==> src/rtl/sram_pkg.sv <==
// Shared definitions for the parametrised single-port SRAM.
package sram_pkg;

  localparam logic OP_READ  = 1'b0;
  localparam logic OP_WRITE = 1'b1;

  // CLEAR zeroes the array after reset; IDLE serves requests.
  typedef enum logic {CLEAR, IDLE} state_e;

endpackage

==> src/rtl/sram_array.sv <==
// Storage array: synchronous write port and registered synchronous read port.
module sram_array #(
  parameter int unsigned WIDTH = 8,
  parameter int unsigned DEPTH = 8,
  parameter int unsigned ADDR_W = $clog2(DEPTH)
) (
  input  logic              clk_i,
  input  logic              we_i,
  input  logic [ADDR_W-1:0] waddr_i,
  input  logic [WIDTH-1:0]  wdata_i,
  input  logic              re_i,
  input  logic [ADDR_W-1:0] raddr_i,
  output logic [WIDTH-1:0]  rdata_o
);

  logic [WIDTH-1:0] mem_q [DEPTH];
  logic [WIDTH-1:0] rdata_q;

  // Callers only enable a port with an in-range address.
  always_ff @(posedge clk_i) begin
    if (we_i) mem_q[waddr_i] <= wdata_i;
    if (re_i) rdata_q <= mem_q[raddr_i];
  end

  assign rdata_o = rdata_q;

endmodule

==> src/rtl/sram_param.sv <==
// Parametrised synchronous single-port SRAM with post-reset clear sequencer,
// registered read path with valid strobe, and out-of-range address detection.
module sram_param
  import sram_pkg::*;
#(
  parameter int unsigned WIDTH  = 8,
  parameter int unsigned DEPTH  = 8,
  parameter int unsigned ADDR_W = $clog2(DEPTH)
) (
  input  logic              clk,
  input  logic              rst,
  input  logic              sel,
  input  logic              op,
  input  logic [ADDR_W-1:0] addr,
  input  logic [WIDTH-1:0]  inp,
  output logic [WIDTH-1:0]  outp,
  output logic              outp_valid,
  output logic              busy,
  output logic              err
);

  localparam logic [ADDR_W-1:0] LastAddr = ADDR_W'(DEPTH - 1);
  localparam logic [ADDR_W:0]   DepthExt = (ADDR_W + 1)'(DEPTH);

  state_e            state_q, state_d;
  logic [ADDR_W-1:0] cnt_q, cnt_d;
  logic              valid_q, valid_d;
  logic              err_q, err_d;
  // zero_q masks the array read register: set by reset and out-of-range reads.
  logic              zero_q, zero_d;

  logic              in_range;
  logic              arr_we, arr_re;
  logic [ADDR_W-1:0] arr_waddr;
  logic [WIDTH-1:0]  arr_wdata, arr_rdata;

  assign in_range = ({1'b0, addr} < DepthExt);

  // State, clear counter and output registers with synchronous reset.
  always_ff @(posedge clk) begin
    if (rst) begin
      state_q <= CLEAR;
      cnt_q   <= '0;
      valid_q <= 1'b0;
      err_q   <= 1'b0;
      zero_q  <= 1'b1;
    end else begin
      state_q <= state_d;
      cnt_q   <= cnt_d;
      valid_q <= valid_d;
      err_q   <= err_d;
      zero_q  <= zero_d;
    end
  end

  // Next state: walk every word once, then serve requests.
  always_comb begin
    state_d = state_q;
    cnt_d   = cnt_q;
    unique case (state_q)
      CLEAR: begin
        cnt_d = cnt_q + 1'b1;
        if (cnt_q == LastAddr) begin
          state_d = IDLE;
          cnt_d   = '0;
        end
      end
      IDLE: ;
      default: state_d = CLEAR;
    endcase
  end

  // Outputs: array port control and next values of the output registers.
  always_comb begin
    arr_we    = 1'b0;
    arr_re    = 1'b0;
    arr_waddr = addr;
    arr_wdata = inp;
    valid_d   = 1'b0;
    err_d     = 1'b0;
    zero_d    = zero_q;
    unique case (state_q)
      CLEAR: begin
        // No words are touched while reset is held.
        arr_we    = !rst;
        arr_waddr = cnt_q;
        arr_wdata = '0;
      end
      IDLE: begin
        if (sel && !rst) begin
          if (op == OP_WRITE) begin
            arr_we = in_range;
            err_d  = !in_range;
          end else begin
            arr_re  = in_range;
            valid_d = 1'b1;
            err_d   = !in_range;
            zero_d  = !in_range;
          end
        end
      end
      default: ;
    endcase
  end

  sram_array #(
    .WIDTH (WIDTH),
    .DEPTH (DEPTH),
    .ADDR_W(ADDR_W)
  ) u_array (
    .clk_i  (clk),
    .we_i   (arr_we),
    .waddr_i(arr_waddr),
    .wdata_i(arr_wdata),
    .re_i   (arr_re),
    .raddr_i(addr),
    .rdata_o(arr_rdata)
  );

  assign outp       = zero_q ? '0 : arr_rdata;
  assign outp_valid = valid_q;
  assign err        = err_q;
  assign busy       = (state_q == CLEAR);

endmodule

==> config.mk <==
export PLATFORM = sky130hd
export DESIGN_NAME = sram_param
export DESIGN_NICKNAME = d
export VERILOG_FILES = /design/src/rtl/sram_pkg.sv /design/src/rtl/sram_array.sv /design/src/rtl/sram_param.sv
export SDC_FILE = /design/constraint.sdc
export NUM_CORES = 1
export LEC_CHECK = 0
export CAP_MARGIN = 20
export CELL_PAD_IN_SITES_DETAIL_PLACEMENT = 1
export CELL_PAD_IN_SITES_GLOBAL_PLACEMENT = 2
export CORE_ASPECT_RATIO = 1.1
export CORE_UTILIZATION = 47
export DETAILED_ROUTE_END_ITERATION = 10
export HOLD_SLACK_MARGIN = 0.05
export PLACE_DENSITY_LB_ADDON = 0.12
export SLEW_MARGIN = 15
export SYNTH_ARGS = -nofsm -noshare
export SYNTH_HDL_FRONTEND = slang
export SYNTH_SLANG_ARGS = --single-unit
==> constraint.sdc <==
create_clock -name clk -period 4.25 [get_ports clk]
set_input_delay 0.6375 -clock clk [delete_from_list [all_inputs] [get_ports clk]]
set_output_delay 0.6375 -clock clk [all_outputs]
set_load 0.05 [all_outputs]
After elaboration in Yosys (flattened, before gate mapping)
Memory sizes are Yosys's and may differ from the RTL's. A register that Yosys moved wholly into a read port is not among the register bits.
Cells that the tools add are included.
- add/subtract/negate cells: 1
- eq/ne operators: 1
- muxes and demuxes: 14
- bitwise gates (word level): 2
- reductions and logical operators: 3
- operators with widths (operator ; count):
    8-bit 2-to-1 mux ; 2
    1-bit 2-to-1 mux ; 9
    3-bit 2-to-1 mux ; 2
    3-bit by 1-bit adder with 3-bit output, second input constant ; 1
    3-bit equality test, second input constant ; 1
    3-bit AND reduction ; 1
    1-bit inverter ; 2
    1-bit one-hot mux with 2 select lines ; 1
    1-bit logical AND ; 1
    1-bit zero test ; 1
- register bits after elaboration: 6
- memory bits (writable): 64
- input port bits: 15
- output and inout port bits: 11
- word-level logic and storage cells: 26
- memories: 1
- memory list (name ; words ; bits a word ; read ports ; clocked after memory_dff ; write ports ; line ; text):
    u_array.mem_q ; 8 ; 8 ; 1 ; 1 ; 1 ; sram_array.sv:16 ; logic [WIDTH-1:0] mem_q [DEPTH];

Longest topological paths before layout
- word-level depth: 6
- gate-level depth with buffers: 5
- gate-level depth less buffers: 4

By module
From an unflattened synthesis, not the netlist that was laid out.
- cell total of the unflattened synthesis: 161
- area total of the unflattened synthesis: 3184.3 um^2
- modules (own cells, without submodules) (module ; instances ; cells an instance ; area an instance (um^2)):
    sram_array ; 1 ; 114 ; 2771.4
    sram_param ; 1 ; 47 ; 412.9

Worst setup path before layout
Ideal clock, no wire load.
- kind: input port to flip-flop
- from: input addr[2]
- to: memory u_array.mem_q[0][0], enable pin
- setup time: 0.388 ns
- arrival: 1.973 ns
- required time: 3.862 ns
- slack: 1.889 ns
- stages: 3
- buffers on the path: 1
- cell sequence: clkbuf_1 or3b_1 a221oi_1
- word-level cells in the longest chain between the ends: 1
- RTL lines (item ; line ; text):
    from (decl) ; sram_param.sv:14 ; input logic [ADDR_W-1:0] addr,
    3-bit 2-to-1 mux ; sram_param.sv:82 ; unique case (state_q)
    to (decl) ; sram_array.sv:16 ;
Every way passes these cells.

Worst setup path after layout
- from: register state_q
- to: output busy
- word-level cells in the longest chain between the ends: 1
- RTL lines (item ; line ; text):
    from (decl) ; sram_param.sv:25 ; state_e state_q, state_d;
    from (signal assigned) ; sram_param.sv:48 ; state_q <= state_d;
    1-bit inverter ; n/a ;
    to (decl) ; sram_param.sv:18 ; output logic busy,
Every way passes these cells.

==> results.md <==
- Chip Height: 88.6 microns
- Post-synth EDFFs: 72
- Final slew viol count: 0
- Fin Setup TNS: 0 ns
- Post-route design area: 3820 sq um
- Drt first pass iters: 4
- Grt ovf: 0
- Vias in the first global route: 1732
- Sequential area share after synthesis: 71.2%
- Hold Slack: 0.547 ns
- Setup slack after layout: 1.51 ns
- Path depth of the worst reg2reg path: 3
- Layout Area Growth over Synthesis: 19.3%
- Cells after synthesis: 165
- H-tree lvl count: 3
- WL final: 6400 microns
- Critical Path RT: 3.61 ns
- Hold Path Class: register to register
- Dpl ws: 1.17 ns
- Synthesized area per cell: 19.4 sq um
- Maximum vdd ir drop: 0.245 mV
- First-pass GRT wire length: 9660 microns
- Latest clock arrival within the worst-skew pair: 0.35 ns
- Initial Utilization: 48.6%
- Vias/cell: 5.68
- CTS tree: built
- Core area: 6590 sq um
- Pleak: 1.29 nW
- WS Path Type: register to output pin
- IO Pins: 26
- Crit path capture: busy
- Internal cell power: 1.24 mW
- R2R Path Start: state_q
- Global Route Usage Sum: 20.3%
- Crit start category: register
- Clock buffer depth: 2
- CP Max Fanout: 28
- Sw Pwr: 0.313 mW
- RSZ-0062 raised after global routing: no
- CP endpoint kind: output pin
- Nets: 223
- Period utilization: 64.6%
- DIE AREA: 7150 sq um
- Rel. slew slack: 38.7%
- Number of buffers created by CTS: 9
- Post-synthesis register bit count: 78
- P per Cell Area: 405 nW/um^2
- Clock power frac: 38.1%
- Worst Max-Slew Pin Slew: 0.918 ns
- Reg power frac: 55.5%
- Vias: 1665
- Clock Sink Count: 78
- Pin count of the biggest net entering global routing: 29
- Sw Ratio: 20.2%
- PostCTS Resize Cnt: 0
- Primary FF master, synth: edfxtp_1
- Initial antenna violation count: 0
- FFs w/ async S/R, synth: 0%
- Detail Placement HPWL: 4300 microns
- Crit path from: state_q
- Max_cap viols: 0
- DP Area: 3610 sq um
- Final Hold Viols: 0
- Post-route DRC violation count: 0
- ANT nets after route: 0
- Clk_skew: 0.00763 ns
- Final Setup Violations: 0
- Unique masters post-synth: 28
- Root Driver: clkbuf_8
- DR WL/cell: 21.8 microns
- Status: finished, final reports clean
- Fmax: 364 MHz
- Mapped Area: 3200 sq um
- Gate power share: 6.4%
- R2R setup slack: 1.94 ns
- # Post-CTS Setup Buffers: 0
- Clock-pin slew on the worst setup and hold paths: 0.07 ns
- Fraction of layout cells with a size suffix above 1: 20.4%
- Inserted Diodes: 0
- Tmin final: 2.74 ns
- Row Count: 31
- Ys Warns: 0
- Routability cong.: 0.745
- I/O Buffers: 24
- Synth Net Count: 182
- FF-to-FF End: u_array.mem_q[2][4]
- Die X: 80.7 microns
- Worst path arrival time: 2.11 ns
- Initial DRC count: 72
- Cts-stage hold buffer count: 0
- Overall power: 1.55 mW
- Hold Path Depth: 2
cell usage after synthesis (2+ instances only):
| library cell | count | area (sq um) |
|---|---|---|
| a221oi_1 | 8 | 70.1 |
| and2_1 | 8 | 50.1 |
| buf_2 | 2 | 10.0 |
| buf_6 | 2 | 22.5 |
| clkbuf_1 | 5 | 18.8 |
| dfxtp_1 | 6 | 120 |
| edfxtp_1 | 72 | 2160 |
| ha_1 | 2 | 25.0 |
| mux2_2 | 8 | 90.1 |
| mux2i_1 | 2 | 20.0 |
| mux4_1 | 12 | 315 |
| mux4_2 | 4 | 90.1 |
| nand3b_1 | 3 | 22.5 |
| nor2_1 | 6 | 22.5 |
| nor2b_1 | 8 | 50.1 |
| nor4bb_1 | 2 | 20.0 |
| or3_1 | 2 | 12.5 |
| or3b_1 | 3 | 26.3 |
metrics by stage:
step | std cells | util [%]
finish | 293 | 58.0
global route | 293 | 58.0
CTS | 293 | 58.0
detailed placement | 277 | 54.8
global placement | 277 | 54.8
floorplan | 165 | -
layout make-up:
class / count / area, sq um
multi-input cells: 76 / 866
clock inverters: 4 / 72.6
inverters: 1 / 3.75
flip-flops and latches: 78 / 2280
fillers: 612 / 2770
well taps: 82 / 103
repair buffers: 40 / 360
clock buffers: 12 / 135
power by group through the flow:
stage               Combinational [mW]  Clock [mW]  Sequential, mW
floorplan                       0.0612           0           0.874
global placement                0.0960           0           0.876
detailed placement               0.100           0           0.878
CTS                              0.101       0.601           0.861
global route                     0.107       0.626           0.862
finish                          0.0990       0.590           0.860
kinds of logic after synthesis:
kind of cell	after synthesis	share of synthesized area (%)
simple gates	38	7.50
compound gates	9	2.34
other cells	1	0.117
fa+ha+maj	2	0.781
flops	78	71.2
buf+inv	11	1.95
mux	26	16.1
worst max-delay path: stages, from the launching register on:
cell and delay, ns:
dfxtp_1 0.93, inv_1 0.09, clkdlybuf4s50_1 0.74
sequential cells by signal, summed over array words and instances, names as in the netlist:
register and cells:
zero_q 1, u_array.mem_q 64, outp_valid 1, cnt_q 3, u_array.rdata_o 8, state_q 1
cell usage in the layout (no fill, tap or decap), drive strengths merged, types with 2 or more instances in the layout:
cell type | Yosys | layout
ha | 2 | 2
nor2 | 6 | 6
dfxtp | 6 | 6
clkbuf | 5 | 12
mux2 | 8 | 8
clkdlybuf4s50 | 0 | 24
or3b | 3 | 3
buf | 5 | 16
mux2i | 2 | 2
mux4 | 16 | 16
nand3b | 3 | 3
or3 | 2 | 2
a221oi | 8 | 8
and2 | 8 | 8
nor2b | 8 | 8
nor4bb | 2 | 2
bufinv | 0 | 2
edfxtp | 72 | 72
metal layers:
layer	vias to the layer above	track usage (%)	wire length [microns]
li1	760	-	-
met1	863	23.4	2580
met2	32	36.0	3500
met3	10	3.71	170
met4	0	10.9	143
met5	-	0	0
how the worst min path moves through the flow:
stage,startpoint,endpoint,slack (ns)
after floorplan,cnt_q[0],cnt_q[0],0.49
after global placement,cnt_q[0],cnt_q[0],0.52
after detailed placement,cnt_q[0],cnt_q[0],0.54
after CTS,cnt_q[0],cnt_q[0],0.55
after global routing,cnt_q[0],cnt_q[0],0.60
final,cnt_q[0],cnt_q[0],0.55
Note: power is estimated with default switching activity, not from simulation.
